[config.mk]
export PLATFORM = sky130hd
export DESIGN_NAME = paddle_input_conditioner_flat
export DESIGN_NICKNAME = d
export VERILOG_FILES = /design/src/rtl/paddle_input_conditioner_if.sv /design/src/rtl/paddle_input_conditioner.sv /design/src/flat_wrapper.sv
export SDC_FILE = /design/constraint.sdc
export NUM_CORES = 1
export LEC_CHECK = 0
export BUFFER_PORTS_ARGS = -buffer_cell sky130_fd_sc_hd__buf_4
export CORE_ASPECT_RATIO = 0.8
export CORE_UTILIZATION = 37
export CTS_CLUSTER_SIZE = 14
export DETAILED_ROUTE_END_ITERATION = 16
export GPL_TIMING_DRIVEN = 0
export HOLD_SLACK_MARGIN = 0.05
export SETUP_SLACK_MARGIN = 0.02
export SYNTH_ARGS = -nofsm -noshare
export SYNTH_HDL_FRONTEND = slang
export SYNTH_SLANG_ARGS = --single-unit
[constraint.sdc]
create_clock -name clk -period 2.8 [get_ports clk]
set_input_delay 0.14 -clock clk [delete_from_list [all_inputs] [get_ports clk]]
set_output_delay 0.14 -clock clk [all_outputs]
set_load 0.1 [all_outputs]
[src/rtl/paddle_input_conditioner_if.sv]
// Board-side and core-side signals of the paddle input conditioner.
interface paddle_input_conditioner_if;
  logic tick_in;
  logic btn_a_raw;
  logic btn_b_raw;
  logic start_raw;
  logic a_swing;
  logic b_swing;
  logic start_lvl;
  logic a_press;
  logic b_press;

  modport master (
    output tick_in, btn_a_raw, btn_b_raw, start_raw,
    input  a_swing, b_swing, start_lvl, a_press, b_press
  );

  modport slave (
    input  tick_in, btn_a_raw, btn_b_raw, start_raw,
    output a_swing, b_swing, start_lvl, a_press, b_press
  );
endinterface

[src/rtl/paddle_input_conditioner.sv]
// Synchronizes and debounces paddle/start inputs and stretches paddle presses into tick-based swings.
// Optional HOLD_REJECT_EN: a held paddle must be released before it can swing again.
//
// state   | meaning
// S_IDLE  | swing low, waiting for a press event
// S_ARMED | swing high, counting SWING_TICKS tick edges
// S_COOL  | swing low, counting COOL_TICKS tick edges before re-arm/idle
module paddle_input_conditioner #(
  parameter int DB_W        = 20,
  parameter int DB_LIMIT    = 1000000,
  parameter int SWING_TICKS = 2,
  parameter int COOL_TICKS  = 2
) (
  input logic                        clk,
  input logic                        rst_n,
  paddle_input_conditioner_if.slave  bus
);

  typedef enum logic [1:0] {
    S_IDLE  = 2'd0,
    S_ARMED = 2'd1,
    S_COOL  = 2'd2
  } pad_state_e;

  localparam logic [DB_W-1:0] CNT_LAST      = DB_W'(DB_LIMIT - 1);
  localparam logic [DB_W-1:0] CNT_ONE       = DB_W'(1);
  localparam logic [3:0]      TC_SWING_LAST = 4'(SWING_TICKS - 1);
  localparam logic [3:0]      TC_COOL       = 4'(COOL_TICKS);

  // bit 0 = paddle A, bit 1 = paddle B, bit 2 = start
  logic [2:0]      raw;
  logic [2:0]      s1_q;
  logic [2:0]      s2_q;
  logic [2:0]      stable_q;
  logic [2:0]      stable_prev_q;
  logic [DB_W-1:0] cnt_q [3];
  logic            tk1_q;
  logic            tk2_q;
  logic            tk3_q;
  logic            tick_rise;
  logic [1:0]      press;
  pad_state_e      state_q [2];
  pad_state_e      state_d [2];
  logic [3:0]      tc_q [2];
  logic [3:0]      tc_d [2];
  logic [1:0]      swing_q;

  assign raw       = {bus.start_raw, bus.btn_b_raw, bus.btn_a_raw};
  assign tick_rise = tk2_q & ~tk3_q;
  assign press     = stable_q[1:0] & ~stable_prev_q[1:0];

  always_ff @(posedge clk or negedge rst_n) begin
    if (!rst_n) begin
      s1_q          <= '0;
      s2_q          <= '0;
      stable_q      <= '0;
      stable_prev_q <= '0;
      tk1_q         <= 1'b0;
      tk2_q         <= 1'b0;
      tk3_q         <= 1'b0;
      for (int i = 0; i < 3; i++) cnt_q[i] <= '0;
    end else begin
      s1_q          <= raw;
      s2_q          <= s1_q;
      stable_prev_q <= stable_q;
      tk1_q         <= bus.tick_in;
      tk2_q         <= tk1_q;
      tk3_q         <= tk2_q;
      // cnt counts consecutive cycles the synced level disagrees with the accepted level
      for (int i = 0; i < 3; i++) begin
        if (s2_q[i] == stable_q[i]) begin
          cnt_q[i] <= '0;
        end else if (cnt_q[i] == CNT_LAST) begin
          stable_q[i] <= s2_q[i];
          cnt_q[i]    <= '0;
        end else begin
          cnt_q[i] <= cnt_q[i] + CNT_ONE;
        end
      end
    end
  end

  always_comb begin
    for (int i = 0; i < 2; i++) begin
      state_d[i] = state_q[i];
      tc_d[i]    = tc_q[i];
      case (state_q[i])
        S_IDLE: begin
          if (press[i]) begin
            state_d[i] = S_ARMED;
            tc_d[i]    = 4'd0;
          end
        end
        S_ARMED: begin
          if (tick_rise) begin
            if (tc_q[i] == TC_SWING_LAST) begin
              state_d[i] = S_COOL;
              tc_d[i]    = 4'd0;
            end else begin
              tc_d[i] = tc_q[i] + 4'd1;
            end
          end
        end
        S_COOL: begin
          if (tc_q[i] == TC_COOL) begin
`ifdef HOLD_REJECT_EN
            if (!stable_q[i]) state_d[i] = S_IDLE;
`else
            if (stable_q[i]) begin
              state_d[i] = S_ARMED;
              tc_d[i]    = 4'd0;
            end else begin
              state_d[i] = S_IDLE;
            end
`endif
          end else if (tick_rise) begin
            tc_d[i] = tc_q[i] + 4'd1;
          end
        end
        default: begin
          state_d[i] = S_IDLE;
          tc_d[i]    = 4'd0;
        end
      endcase
    end
  end

  always_ff @(posedge clk or negedge rst_n) begin
    if (!rst_n) begin
      swing_q <= '0;
      for (int i = 0; i < 2; i++) begin
        state_q[i] <= S_IDLE;
        tc_q[i]    <= 4'd0;
      end
    end else begin
      for (int i = 0; i < 2; i++) begin
        state_q[i] <= state_d[i];
        tc_q[i]    <= tc_d[i];
        swing_q[i] <= (state_d[i] == S_ARMED);
      end
    end
  end

  assign bus.a_swing   = swing_q[0];
  assign bus.b_swing   = swing_q[1];
  assign bus.start_lvl = stable_q[2];
  assign bus.a_press   = press[0];
  assign bus.b_press   = press[1];

endmodule

[src/flat_wrapper.sv]
// flat-port wrapper written by rule: the top's interface ports become plain ports
module paddle_input_conditioner_flat 
#(
  parameter int DB_W        = 20,
  parameter int DB_LIMIT    = 1000000,
  parameter int SWING_TICKS = 2,
  parameter int COOL_TICKS  = 2
)
  (clk, rst_n, bus_tick_in, bus_btn_a_raw, bus_btn_b_raw, bus_start_raw, bus_a_swing, bus_b_swing, bus_start_lvl, bus_a_press, bus_b_press);
  paddle_input_conditioner_if bus_i ();
  input logic clk;
  input logic rst_n;
  input wire logic [$bits(bus_i.tick_in)-1:0] bus_tick_in;
  input wire logic [$bits(bus_i.btn_a_raw)-1:0] bus_btn_a_raw;
  input wire logic [$bits(bus_i.btn_b_raw)-1:0] bus_btn_b_raw;
  input wire logic [$bits(bus_i.start_raw)-1:0] bus_start_raw;
  output wire logic [$bits(bus_i.a_swing)-1:0] bus_a_swing;
  output wire logic [$bits(bus_i.b_swing)-1:0] bus_b_swing;
  output wire logic [$bits(bus_i.start_lvl)-1:0] bus_start_lvl;
  output wire logic [$bits(bus_i.a_press)-1:0] bus_a_press;
  output wire logic [$bits(bus_i.b_press)-1:0] bus_b_press;
  assign bus_i.tick_in = bus_tick_in;
  assign bus_i.btn_a_raw = bus_btn_a_raw;
  assign bus_i.btn_b_raw = bus_btn_b_raw;
  assign bus_i.start_raw = bus_start_raw;
  assign bus_a_swing = bus_i.a_swing;
  assign bus_b_swing = bus_i.b_swing;
  assign bus_start_lvl = bus_i.start_lvl;
  assign bus_a_press = bus_i.a_press;
  assign bus_b_press = bus_i.b_press;
  paddle_input_conditioner #(.DB_W(DB_W), .DB_LIMIT(DB_LIMIT), .SWING_TICKS(SWING_TICKS), .COOL_TICKS(COOL_TICKS)) u_core (.clk(clk), .rst_n(rst_n), .bus(bus_i));
endmodule
======== Word-level counts from Yosys, hierarchy flattened ========
Cells that the tools add are included.
storage, ports and cells
  word-level logic and storage cells ...... 92
  ROM bits ................................ 0
  bits of input ports ..................... 6
  memory bits (writable) .................. 0
  register bits ........................... 88
  output and inout port bits .............. 5
  memories kept ........................... 0
  bits in latches ......................... 0
operators by class
  multiplexer cells ....................... 32
  $add $sub $neg .......................... 5
  reduce and logical (&&, ||, !) cells .... 7
  shifts and indexed selects .............. 0
  bitwise operators ....................... 7
  magnitude comparators ................... 0
  eq/ne operators ......................... 24
  multiply operators ...................... 0
  div/mod/pow operators ................... 0
operators by type and width
  kind                   count
  $mux 20                6
  $add 20x1->20 const B  3
  $eq 20x20->1 const B   3
  $mux 4                 12
  $pmux 4 s3             2
  $mux 2                 8
  $pmux 2 s3             2
  $add 4x1->4 const B    2
  $eq 2x1->1 const B     4
  $eq 4x1->1 const B     2
  $eq 4x2->1 const B     2
  $ne 2x1->1 const B     4
  $reduce_and 4->1       2
  $ne 3x1->1 const B     2
  $ne 3x2->1 const B     2
  $reduce_and 2->1       3
  $eq 2x2->1 const B     2
  $logic_not 2->1        2
  $not 1->1              4
  $eq 1x1->1             3
  $and 2x2->2            1
  $mux 1                 2
  $not 2->2              1
  $and 1x1->1            1

======== Logic depth before layout (Yosys ltp) ========
Gate-level depths: netlist (run 1).
  depth after elaboration ................. 5
  gate-level depth with buffers ........... 7
  mapped depth without buffers ............ 6

======== Worst setup path before layout (run 1) ========
Ideal clock, no wire load.
  path type ............................... reg2reg
  from .................................... register u_core.stable_q[0]
  to ...................................... register u_core.tc_q[5] (netlist bit)
  clock period less this slack ............ 2,817 ps
  path buffers ............................ 0
  library setup time ...................... 129 ps
  arrival time ............................ 2,688 ps
  stages on the path, launching flop included .. 6
  slack ................................... -17 ps
  data required time ...................... 2,671 ps
  cells stage by stage .................... dfrtp_1 > nor2b_1 > nor2b_1 > a221oi_4 > a21boi_0 > o22ai_1
on the way
  word-level cells in the longest chain between the ends .. 3
  elaborated cells on any way between the ends .. 4
  classes of those cells .................. eq/ne: 2; bitwise: 1; reduce/logical: 1
RTL lines
  item                               line                             source
  from (decl)                        paddle_input_conditioner.sv:34   logic [2:0] stable_q;
  from (signal, indexed assignment)  paddle_input_conditioner.sv:74   stable_q[i] <= s2_q[i];
  $and 2x2->2                        paddle_input_conditioner.sv:50   assign press = stable_q[1:0] & ~stable_prev_q[1:0];
  via bus_a_press                    flat_wrapper.sv:20               output wire logic [$bits(bus_i.a_press)-1:0] bus_a_press;
  $ne 2x1->1 (no line)               -
  $reduce_and 4->1 (no line)         -
  to (signal, indexed assignment)    paddle_input_conditioner.sv:138  tc_q[i] <= tc_d[i];
  to (decl)                          paddle_input_conditioner.sv:44   logic [3:0] tc_q [2];
The timed path passes the listed nets, and every way through them passes these cells.
A chain may end at the register's enable or synchronous reset.

======== Worst setup path in the final report (run 1) ========
  from .................................... register u_core.tc_q[0] (netlist bit)
  to ...................................... register u_core.tc_q[2] (netlist bit)
on the way
  word-level cells in the longest chain between the ends .. 4
  elaborated cells on any way between the ends .. 11
  classes of those cells .................. add/sub: 1; eq/ne: 4; mux: 5; reduce/logical: 1
RTL lines
  item                                       line                                                                                              source
  $add 4x1->4 or $eq 4x1->1 (tied branches)  paddle_input_conditioner.sv:100, paddle_input_conditioner.sv:117, paddle_input_conditioner.sv:96
  $mux 4, on equally long branches           paddle_input_conditioner.sv:116, paddle_input_conditioner.sv:96
  $mux 4, on equally long branches           paddle_input_conditioner.sv:105, paddle_input_conditioner.sv:95
  $pmux 4 s3                                 paddle_input_conditioner.sv:87                                                                    case (state_q[i])
Several ways; a longest one is shown, not always the timed one. The select of a mux whose other input is x is not followed.

==> results of run 1 <==
Yosys cell counts, types with 2 or more instances:
cell	n
sky130_fd_sc_hd__ha_1	11
sky130_fd_sc_hd__mux2i_1	5
sky130_fd_sc_hd__clkbuf_1	5
sky130_fd_sc_hd__nor4_1	3
sky130_fd_sc_hd__dfrtp_1	88
sky130_fd_sc_hd__nor2_1	75
sky130_fd_sc_hd__and4_1	7
sky130_fd_sc_hd__o21ai_0	11
sky130_fd_sc_hd__xnor2_1	15
sky130_fd_sc_hd__nand4_1	10
sky130_fd_sc_hd__o2111ai_1	2
sky130_fd_sc_hd__nor3_1	9
sky130_fd_sc_hd__inv_1	12
sky130_fd_sc_hd__a21oi_1	3
sky130_fd_sc_hd__and3_1	13
sky130_fd_sc_hd__nand2b_1	5
sky130_fd_sc_hd__nand2_1	25
sky130_fd_sc_hd__or2_2	2
sky130_fd_sc_hd__nor4bb_1	2
sky130_fd_sc_hd__nand3_1	36
sky130_fd_sc_hd__buf_2	2
sky130_fd_sc_hd__o21a_1	2
sky130_fd_sc_hd__nor2b_1	4
sky130_fd_sc_hd__and2_1	2
sky130_fd_sc_hd__mux2_2	3
sky130_fd_sc_hd__o311ai_1	2
sky130_fd_sc_hd__xor2_1	42
sky130_fd_sc_hd__or4b_1	3
metrics by stage:
step	setup slack, ns	instances	power, W	hold slack [ns]	util [%]
finish	0.286	591	0.00260	-0.0193	43.9
CTS	0.268	591	0.00263	0.0676	43.9
detailed placement	0.287	571	0.00140	0.251	40.8
global placement	0.416	571	0.00140	0.249	40.8
global route	0.143	591	0.00270	0.131	43.9
floorplan	0.596	417	0.00136	-0.156	-
timing repair:
item / 4_1_cts / 5_1_grt
resized for setup: 0 / 0
hold buffers: 4 / 0
hold endpoints to repair: 4 / 0
setup buffers: 0 / 0
endpoints found under the setup margin: 0 / 0
cell type report:
| class | instances | area, um2 |
|---|---|---|
| multi-input cells | 309 | 1960 |
| inverters | 12 | 45.0 |
| plain buffers | 8 | 36.3 |
| flip-flops and latches | 88 | 2200 |
| clock inverters | 3 | 40.0 |
| well taps | 144 | 180 |
| repair buffers | 14 | 115 |
| fillers | 1044 | 6180 |
| clock buffers | 13 | 260 |
state kept, by name, summed over array words and instances (netlist names), 2 cells and up:
signal                flops
u_core.cnt_q             60
u_core.tc_q               8
u_core.state_q            4
u_core.s1_q               3
u_core.s2_q               3
u_core.stable_q           3
u_core.stable_prev_q      2
u_core.swing_q            2
final timing paths:
path,from,end,slack [ns],depth (start not counted)
min in group clk,u_core.s1_q[1]$_DFF_PN0_,u_core.s2_q[1]$_DFF_PN0_,0.35,0
max in group asynchronous,rst_n,u_core.tc_q[5]$_DFFE_PN0P_,2.06,1
max reg2reg,u_core.tc_q[0]$_DFFE_PN0P_,u_core.tc_q[2]$_DFFE_PN0P_,0.29,6
max,u_core.tc_q[0]$_DFFE_PN0P_,u_core.tc_q[2]$_DFFE_PN0P_,0.29,6
min,rst_n,u_core.swing_q[0]$_DFF_PN0_,-0.02,1
min reg2reg,u_core.s1_q[1]$_DFF_PN0_,u_core.s2_q[1]$_DFF_PN0_,0.35,0
metal layers:
| layer | wire length (um) | up-vias | track usage (%) |
|---|---|---|---|
| met3 | 215 | 8 | 3.93 |
| met5 | 0 | - | 0 |
| met2 | 3270 | 27 | 20.8 |
| li1 | - | 1475 | - |
| met4 | 70 | 0 | 4.75 |
| met1 | 4000 | 1454 | 19.5 |
cells by family after synthesis:
kind of cell,after synthesis
compound gates,30
xor+xnor,57
fa+ha+maj,11
buf+inv,20
flops,88
mux,8
simple gates,203
critical path, stage by stage (launching register included):
cell	delay, ns
sky130_fd_sc_hd__dfrtp_1	0.45
sky130_fd_sc_hd__or4b_1	0.55
sky130_fd_sc_hd__buf_4	0.17
sky130_fd_sc_hd__mux2i_1	0.12
sky130_fd_sc_hd__a222oi_1	0.72
sky130_fd_sc_hd__nand2_2	0.13
sky130_fd_sc_hd__o311ai_1	0.28
power breakdown:
group / switching, W / internal [W]
Combinational: 0.0000522 / 0.0000237
Clock: 0.000477 / 0.000738
Sequential: 0.0000158 / 0.00129
Total: 0.000545 / 0.00205
==> impl.org, run 1 <==
** Outcome
- The flow ran to the end, but the final reports show violations.
- The checks that failed: negative hold slack.

** Global route
- Number of global-route vias before repair :: 2891
- Total global routing track utilization :: 14.0%
- Maximum number of pins on one net before global-route repair :: 89
- For this run the aggregate overflow at the end of global routing stands at 0.
- The number of antenna violations at the first check in global routing came to 0.
- Wire length of the first global-routing pass :: 13.3 mm

** Place
- Once placement finished, the instance area stood at 4490 um2.
- The count of buffers added on input and output ports is 10.
- HPWL after DPL :: 5.07 mm
- The congestion estimate from routability-driven global placement came to 0.761.

** Timing
- In the finished design, the share of the clock period the worst path needs comes to 89.8%.
- For this run, the top clock speed supported by timing is 0.398 GHz.
- Unrepaired setup endpoints after global routing :: false
- Final clock skew :: 0.00604 ns
- The final number of hold-violating endpoints is 6.
- Minimum clock period :: 2.51 ns
- At the pin with the least slew margin, the transition time is 1.12 ns.
- Measured against its own limit, the worst slew margin works out to 25.6%.
- Setup violations remaining at the end of the flow were counted as 0.
- The final max-slew violation count was 0.
- Hold timing on the final database bottoms out at a slack of -0.0193 ns.
- Final total negative setup slack :: 0 ns

** Setup path
- STA classifies the critical path startpoint as a flop.
- By startpoint and endpoint, the worst setup path is classified as reg2reg.
- Kind of capture point of the worst setup path :: flop
- Peak fanout along the critical path :: 7
- Data arrival time of the worst path :: 2.75 ns
- Data required, critical path :: 3.03 ns

** Routing
- Drc violations :: 0
- The final layout contains routed wiring with a total length of 7.56 mm.
- Via/cell ratio :: 5.02
- Antenna violation net count after detailed routing :: 0
- Count of routing violations after the opening detailed-route iteration :: 144
- The first detailed-routing pass took 4 iterations.
- Via count :: 2964
- In the final routed layout, each cell accounts on average for 12.8 um.

** Floorplanning
- Full die area :: 11900 um2
- The core region is 11000 um2.
- Effective utilization at floorplan :: 38.5%
- Y dimension of the die :: 97.7 um
- In this run the horizontal extent of the chip is 122 um.
- Total I/O pin count :: 11
- Count of standard-cell rows :: 34

** Synth
- Summing the areas of all compound-gate instances in the mapped netlist gives 5.11% of the synthesized area.
- Summing the areas of all and, or, nand and nor instances in the mapped netlist gives 24.0% of the synthesized area.
- In this run the cell area of the synthesized design comes to 4240 um2.
- Number of warnings reported in the yosys synthesis log :: 0
- Combinational family with the most area after synthesis :: simple AND/OR/NAND/NOR gates
- Number of synthesized flops with an enable pin :: 0
- Area share of xor/xnor cells in the synthesized design :: 11.8%
- By area the synthesized netlist is led by sky130_fd_sc_hd__dfrtp_1, sky130_fd_sc_hd__xor2_1, sky130_fd_sc_hd__nor2_1.
- The number of nets handed over by synthesis was 434.
- In the synthesized netlist, mux cells make up 1.98% of the area.
- Of the total synthesized cell area, the portion taken by full adders, half adders and majority gates is 3.25%.
- #FFs+latches synth :: 88
- Sequential cells were found to cover 52.0% of the synthesized design area.
- Count of mapped cells out of synthesis :: 417
- Share of synthesized flip-flops with an asynchronous set or reset :: 100%
- Biggest area consumer among synthesized cells :: sky130_fd_sc_hd__dfrtp_1
- Synthesis instantiated 46 different standard cells from the library.
- For this run, the leading register cell type out of synthesis is sky130_fd_sc_hd__dfrtp_1.
- Summed over its instances, the top area cell type makes up 52.0% of the synthesized netlist area.
- Post-synthesis area per instance :: 10.2 um2

** CTS
- CTS built an H-tree with a depth of 3.
- Total CTS buffers :: 9
- Skew-Pair Late Insertion Delay :: 0.34 ns
- The longest clock path from root to sink contains 2 buffers.
- After clock tree synthesis, the clock-pin slew on the worst setup and hold paths is 0.06 ns.
- Clock tree synthesis found a total of 88 sinks.
- TritonCTS built the clock tree.
- The cell sitting at the root of the clock tree is a sky130_fd_sc_hd__clkbuf_16.

** Cells and area
- After routing the design area is 4830 um2.
- Leaving out fill and tap cells, the most frequent cell in the layout is sky130_fd_sc_hd__dfrtp_1.
- Antenna fix cells :: 0
- Compared with the post-synthesis result, the final layout area differs by 14.1%.
- Leaving out fill and tap cells, the most frequent cells in the layout are sky130_fd_sc_hd__dfrtp_1, sky130_fd_sc_hd__nor2_1, sky130_fd_sc_hd__xor2_1.
- Share of cells above drive strength 1 :: 8.50%
- Net count, final :: 459

** Hold path
- The min-delay analysis places its worst path in the category in2async.

** Pwr
- Pleak :: 2.12 nW
- Power spread over the standard cell area amounts to 537 nW/um2.
- VDD sags by at most 278 uV.

** Job
- The tool flagged a number of max-cap violations equal to 0.
Note: power is estimated with default switching activity, not from simulation.
==> run 2: changes to the inputs <==
--- a/config.mk
+++ b/config.mk
@@ -12,6 +12,7 @@
 export DETAILED_ROUTE_END_ITERATION = 16
 export GPL_TIMING_DRIVEN = 0
 export HOLD_SLACK_MARGIN = 0.05
+export PLACE_DENSITY_LB_ADDON = 0.15
 export SETUP_SLACK_MARGIN = 0.02
 export SYNTH_ARGS = -nofsm -noshare
 export SYNTH_HDL_FRONTEND = slang
==> run 2 against run 1 <==
Compared with the run above:
- critical endpoint unchanged
- highest routed layer unchanged
- total power shrank 4.6%
- via count down 1.2%
- the run still ends with negative hold slack left
- combinational power shrank 0.8%
==> impl.org, run 2 (same netlist as run 1, synthesis figures left out) <==
** Cells and area
- The register with the most flip-flops in the final layout is u_core.cnt_q.
- The finished cells cover 4800 um2.
- Leaving out fill and tap cells, the most frequent cell in the layout is sky130_fd_sc_hd__dfrtp_1.
- Antenna fix cells :: 0
- In the final layout, the share of cells above drive strength 1 is 7.85%.
- Final standard cell utilization of the core :: 43.6%
- Area growth, synth to finish :: 13.3%
- In the layout the commonest cells are sky130_fd_sc_hd__dfrtp_1, sky130_fd_sc_hd__nor2_1, sky130_fd_sc_hd__xor2_1.
- Net count, final :: 459
- The register with the most flip-flops in the layout has 60 of them.
- After the flow finishes, the layout carries non-filler instances totaling 590.
- The largest registers in the layout are u_core.cnt_q (60), u_core.tc_q (8), u_core.state_q (4).

** Place
- HPWL after DPL :: 4.82 mm
- DP Cell Count :: 571
- At the end of routability-driven placement, the weighted congestion stood at 0.806.
- Summing all placed instances gives a cell area of 4490 um2.
- Port bufs :: 10

** Timing
- On the final layout, the worst clock skew is 0.00528 ns.
- Max-slew violation count :: 0
- After layout, the worst path uses 85.3% of the clock period.
- Minimum clock period :: 2.39 ns
- Worst Tran Pin Value :: 1.09 ns
- Final total negative setup slack :: 0 ns
- The worst pin sits at a relative slew slack of 27.0%.
- Unrepaired setup endpoints after global routing :: false
- Endpoints failing hold :: 6
- Hold WS :: -0.0195 ns
- Static timing analysis puts the maximum clock frequency at 0.419 GHz.
- Setup violations remaining at the end of the flow were counted as 0.

** CTS
- Postcts setup bufs :: 0
- The root buffer cell chosen for the clock tree is sky130_fd_sc_hd__clkbuf_16.
- Total CTS buffers :: 9
- CTS Buffer Depth :: 2
- Skew-Pair Late Insertion Delay :: 0.34 ns
- CTS H-tree depth :: 3
- CTS tree :: yes
- Clock-pin transition on the worst setup and hold timing paths :: 0.06 ns
- Counting every sink on the clock net gives 88.
- Resized cells post-CTS :: 0

** Floorplanning
- 11 I/O pins were placed.
- Full die area :: 11900 um2
- Count of standard-cell rows :: 34
- Once the floorplan was initialized, standard cells occupied 38.5% of the core.
- The die is 122 um wide.
- Core area :: 11000 um2
- In this run the vertical extent of the chip is 97.7 um.

** Routing
- Via/cell ratio :: 4.96
- Detailed routing inserted a total of 2928 vias.
- Dividing the detail-routed wire length by the instance count gives 12.3 um.
- Number of optimization iterations in the first detailed-route pass :: 4
- Antenna violation net count after detailed routing :: 0
- Total length of routed wires :: 7.28 mm
- Count of routing violations after the opening detailed-route iteration :: 179
- Drc violations :: 0

** Global route
- Global routing used 14.2% of the available tracks across all layers.
- Initial antenna violation count :: 0
- Entering global routing, the biggest net connects 89 pins.
- The first global-routing pass estimated 13.2 mm of wire.
- Number of global-route vias before repair :: 2737
- Total global routing overflow :: 0

** Setup path
- CP startpoint kind :: flop
- The critical path is of the reg2reg type.
- For the worst flop-to-flop path, the logic depth is 6.
- R2r setup slk :: 0.41 ns
- In this run the critical register-to-register path is launched from u_core.tc_q[0]$_DFFE_PN0P_.
- STA puts the critical path data required time at 3.03 ns.
- Kind of capture point of the worst setup path :: flop
- Data arrival time of the worst path :: 2.62 ns
- Peak fanout along the critical path :: 7
- Reg-to-Reg End :: u_core.tc_q[2]$_DFFE_PN0P_

** Job
- Count of maximum capacitance violations :: 0

** Pwr
- VDD IR-drop max :: 301 uV
- Power comes to 0.00248 W.
- In this run the power density over the cells is 515 nW/um2.
- Pleak :: 2.10 nW

** Hold path
- In this run the worst hold path is classified as in2async.

** Outcome
- Violated checks :: negative hold slack
- The flow ran to the end, but the final reports show violations.
==> run 2: how the worst max path moves through the flow <==
stage,to,startpoint,depth (start not counted),slack (ns)
floorplan,u_core.tc_q[5]$_DFFE_PN0P_,u_core.stable_q[0]$_DFFE_PN0P_,5,0.60
finish,u_core.tc_q[2]$_DFFE_PN0P_,u_core.tc_q[0]$_DFFE_PN0P_,6,0.41
CTS,u_core.tc_q[2]$_DFFE_PN0P_,u_core.tc_q[0]$_DFFE_PN0P_,6,0.40
global route,u_core.tc_q[2]$_DFFE_PN0P_,u_core.tc_q[0]$_DFFE_PN0P_,6,0.18
global placement,u_core.tc_q[2]$_DFFE_PN0P_,u_core.tc_q[0]$_DFFE_PN0P_,6,0.40
detailed placement,u_core.tc_q[2]$_DFFE_PN0P_,u_core.tc_q[0]$_DFFE_PN0P_,6,0.43
==> run 2: metrics by stage <==
step | hold WS (ns) | setup WS, ns
final | -0.0195 | 0.413
after floorplan | -0.156 | 0.596
after CTS | 0.0692 | 0.402
after detailed placement | 0.251 | 0.427
after global placement | 0.251 | 0.400
after global routing | 0.124 | 0.185
==> run 2: layer usage <==
layer,vias to the layer above,share of wire (%),track usage [%]
met5,-,0,0
met4,0,1.4,4.56
met3,9,4.1,4.93
met2,45,40,19.5
met1,1392,54,20.5
li1,1482,-,-
==> run 2: cell type report <==
cell class | instances | area, um2
Tap cell | 144 | 180
Buffer | 8 | 36.3
Clock buffer | 15 | 268
Inverter | 12 | 45.0
Multi-Input combinational cell | 309 | 1960
Sequential cell | 88 | 2200
Timing Repair Buffer | 14 | 115
Fill cell | 1048 | 6220
==> run 2: critical path, cell delays in order (launching register included) <==
cell	delay, ns
sky130_fd_sc_hd__dfrtp_1	0.44
sky130_fd_sc_hd__or4b_1	0.53
sky130_fd_sc_hd__buf_4	0.16
sky130_fd_sc_hd__mux2i_1	0.11
sky130_fd_sc_hd__a222oi_1	0.64
sky130_fd_sc_hd__nand2_2	0.13
sky130_fd_sc_hd__o311ai_1	0.28
==> run 2: timing repair <==
item                       CTS  global route
setup endpoints to repair    0             0
hold buffers                 4             0
hold endpoints to repair     4             0
==> run 2: power by group <==
part           internal [W]   total, W  switching, W
registers           0.00129    0.00130     0.0000150
clock network      0.000646    0.00110      0.000450
logic             0.0000235  0.0000753     0.0000518
total               0.00196    0.00248      0.000516
==> run 3: changes to the inputs <==
--- a/config.mk
+++ b/config.mk
@@ -7,6 +7,7 @@
 export LEC_CHECK = 0
 export BUFFER_PORTS_ARGS = -buffer_cell sky130_fd_sc_hd__buf_4
 export CORE_ASPECT_RATIO = 0.8
+export CORE_MARGIN = 4
 export CORE_UTILIZATION = 37
 export CTS_CLUSTER_SIZE = 14
 export DETAILED_ROUTE_END_ITERATION = 16
==> run 3 against run 2 <==
Compared with the run above:
- the flow now finishes without violations
- utilization grew 0.26 points
- hold slack gained 0.028 ns
- cell area grew 0.60%
- worst setup slack lost 0.10 ns
- combinational power is essentially flat
- flip-flop and latch count is the same
- first-iteration DRC count shrank 7.8%
- register-to-register slack lost 0.10 ns
- non-clock buffer count is the same
- routed wire length grew 5.3%
- highest routed layer unchanged
==> impl.org, run 3 (same netlist as run 1, synthesis figures left out) <==
** CTS
- CTS Buffer Depth :: 2
- For the worst-skew pair, the clock arrives at the later sink with an insertion delay of 0.34 ns.
- The H-tree generated during clock tree synthesis spans 3 levels.
- The tree built by TritonCTS fans out to 88 sinks.
- CTS root buffer :: sky130_fd_sc_hd__clkbuf_16
- TritonCTS built the clock tree.
- Resized cells post-CTS :: 0
- Total CTS buffers :: 9
- Clock-pin transition on the worst setup and hold timing paths :: 0.07 ns

** Job
- Count of maximum capacitance violations :: 0

** Setup path
- Worst Path Class, Setup :: reg2reg
- Kind of capture point of the worst setup path :: flop
- Worst path depth :: 6
- Data arrival time of the worst path :: 2.73 ns
- Biggest cell delay along the critical path :: 0.70 ns
- STA classifies the critical path startpoint as a flop.
- Critical path cell sequence :: or4b_1, buf_4, mux2i_1, a222oi_1, nand2_2, o311ai_1
- Among all stages on the critical path, the largest delay is contributed by sky130_fd_sc_hd__a222oi_1.
- Along the worst path, the maximum fanout reaches 7.
- Counting both buffers and inverters, the worst setup path holds a total of 1.
- Kind of cell adding the most delay to the critical path :: compound AO/OA/AOI/OAI gates
- Number of cell instances on the worst register-to-register path :: 6
- Data required, critical path :: 3.03 ns

** Pwr
- Design internal power :: 0.00202 W
- Portion of total power attributed to combinational logic :: 2.9%
- Power spread over the standard cell area amounts to 532 nW/um2.
- Pleak :: 2.12 nW
- Sequential group share of total power :: 50.7%
- Clock share of power :: 46.3%
- VDD IR-drop max :: 251 uV
- Fraction of power spent switching nets :: 21.3%
- Power dissipated by switching net loads :: 0.000548 W

** Cells and area
- Register with the most flip-flops :: u_core.cnt_q
- Area growth, synth to finish :: 14.0%
- The post-route netlist has 8.74% of its cells at a drive strength greater than 1.
- Net count, final :: 459
- The number of antenna diodes in the final layout is 0.
- The library cell used most frequently in the layout, excluding fill and tap cells, is sky130_fd_sc_hd__dfrtp_1.
- The register with the most flip-flops in the layout has 60 of them.
- In the layout the commonest cells are sky130_fd_sc_hd__dfrtp_1, sky130_fd_sc_hd__nor2_1, sky130_fd_sc_hd__xor2_1.
- Registers with the most flip-flops :: u_core.cnt_q (60), u_core.tc_q (8), u_core.state_q (4)
- Final standard cell utilization of the core :: 43.8%

** Timing
- The smallest clock period supported by the final layout is computed as 2.49 ns.
- Of the available clock period, the critical path in the final layout requires 89.0%.
- Endpoints failing hold :: 0
- Timing would allow up to 0.401 GHz.
- Setup violations remaining at the end of the flow were counted as 0.
- The final max-slew violation count came to 0.
- In this run the tightest slew margin relative to its limit is 25.9%.
- For the pin with the worst max-slew slack, the measured transition is 1.11 ns.
- Unrepaired setup endpoints after global routing :: false
- On the final layout, the worst clock skew is 0.00757 ns.
- Summed over all failing endpoints, the final setup total negative slack is 0 ns.

** Floorplanning
- In this run the count of I/O pins placed on the die edge is 11.
- Full die area :: 13200 um2
- Effective utilization at floorplan :: 38.5%
- The initialized floorplan defines 34 standard-cell rows.
- The die is 104 um tall.
- The region available for standard cell placement spans 11000 um2.
- The die is 128 um wide.

** Routing
- The detail route stage leaves a number of antenna-violating nets equal to 0.
- After detailed routing, the average wire length per cell comes to 13.0 um.
- Count of routing violations after the opening detailed-route iteration :: 165
- Via count :: 2975
- Dividing the detail-routed via count by the number of cells gives 5.04.
- Drc violations :: 0
- Total length of routed wires :: 7.66 mm
- Number of optimization iterations in the first detailed-route pass :: 4

** Global route
- Wire length of the first global-routing pass :: 14.2 mm
- The via count of the first global-routing pass came to 3031.
- After global routing the overflow that remains totals 0.
- The number of antenna violations at the first check in global routing came to 0.
- Total global routing track utilization :: 13.0%
- Entering global routing, the biggest net connects 89 pins.

** Place
- The congestion estimate from routability-driven global placement came to 0.816.
- HPWL after DPL :: 5.12 mm
- Port bufs :: 10

** Outcome
- Status :: completed

** Hold path
- Worst min path class :: in2async
[run 3: final timing paths]
path | endpoint | slack, ns | from
setup / recovery | u_core.tc_q[2]$_DFFE_PN0P_ | 0.31 | u_core.tc_q[0]$_DFFE_PN0P_
hold / removal | u_core.state_q[0]$_DFF_PN0_ | 0.008 | rst_n
setup reg to reg | u_core.tc_q[2]$_DFFE_PN0P_ | 0.31 | u_core.tc_q[0]$_DFFE_PN0P_
hold reg to reg | u_core.s2_q[1]$_DFF_PN0_ | 0.35 | u_core.s1_q[1]$_DFF_PN0_
max in group asynchronous | u_core.cnt_q[12]$_DFF_PN0_ | 2.07 | rst_n
min in group clk | u_core.s2_q[1]$_DFF_PN0_ | 0.35 | u_core.s1_q[1]$_DFF_PN0_
[run 3: timing repair]
item,4_1_cts,5_1_grt
hold endpoints to repair,4,0
hold buffers,4,0
buffers inserted,0,0
[run 3: layer usage]
layer	vias up	GRT usage (%)	wire, um
li1	1484	-	-
met1	1458	18.5	3920
met2	24	18.9	3390
met3	9	3.45	252
met4	0	4.70	97
met5	-	0	0
[run 3: through the flow]
stage | power, W | std cells | hold slack (ns) | cell area, um2 | setup slack (ns)
floorplan | 0.00136 | 417 | -0.156 | 4240 | 0.596
global placement | 0.00140 | 571 | 0.251 | 4490 | 0.454
detailed placement | 0.00140 | 571 | 0.251 | 4490 | 0.355
CTS | 0.00262 | 590 | 0.0728 | 4830 | 0.323
global route | 0.00269 | 590 | 0.131 | 4830 | 0.109
finish | 0.00257 | 590 | 0.00844 | 4830 | 0.308
[run 3: power by group through the flow]
stage               Sequential, W  Combinational [W]  Clock (W)
finish                    0.00130          0.0000756    0.00119
global route              0.00131          0.0000908    0.00129
CTS                       0.00130          0.0000799    0.00124
detailed placement        0.00133          0.0000751          0
global placement          0.00133          0.0000746          0
floorplan                 0.00132          0.0000345          0
[run 3: cell type report]
cell class / count / area, um2
well taps: 144 / 180
fillers: 1068 / 6190
multi-input cells: 309 / 1960
clock inverters: 5 / 57.6
inverters: 12 / 45.0
flip-flops and latches: 88 / 2200
clock buffers: 10 / 239
repair buffers: 14 / 115
plain buffers: 8 / 36.3
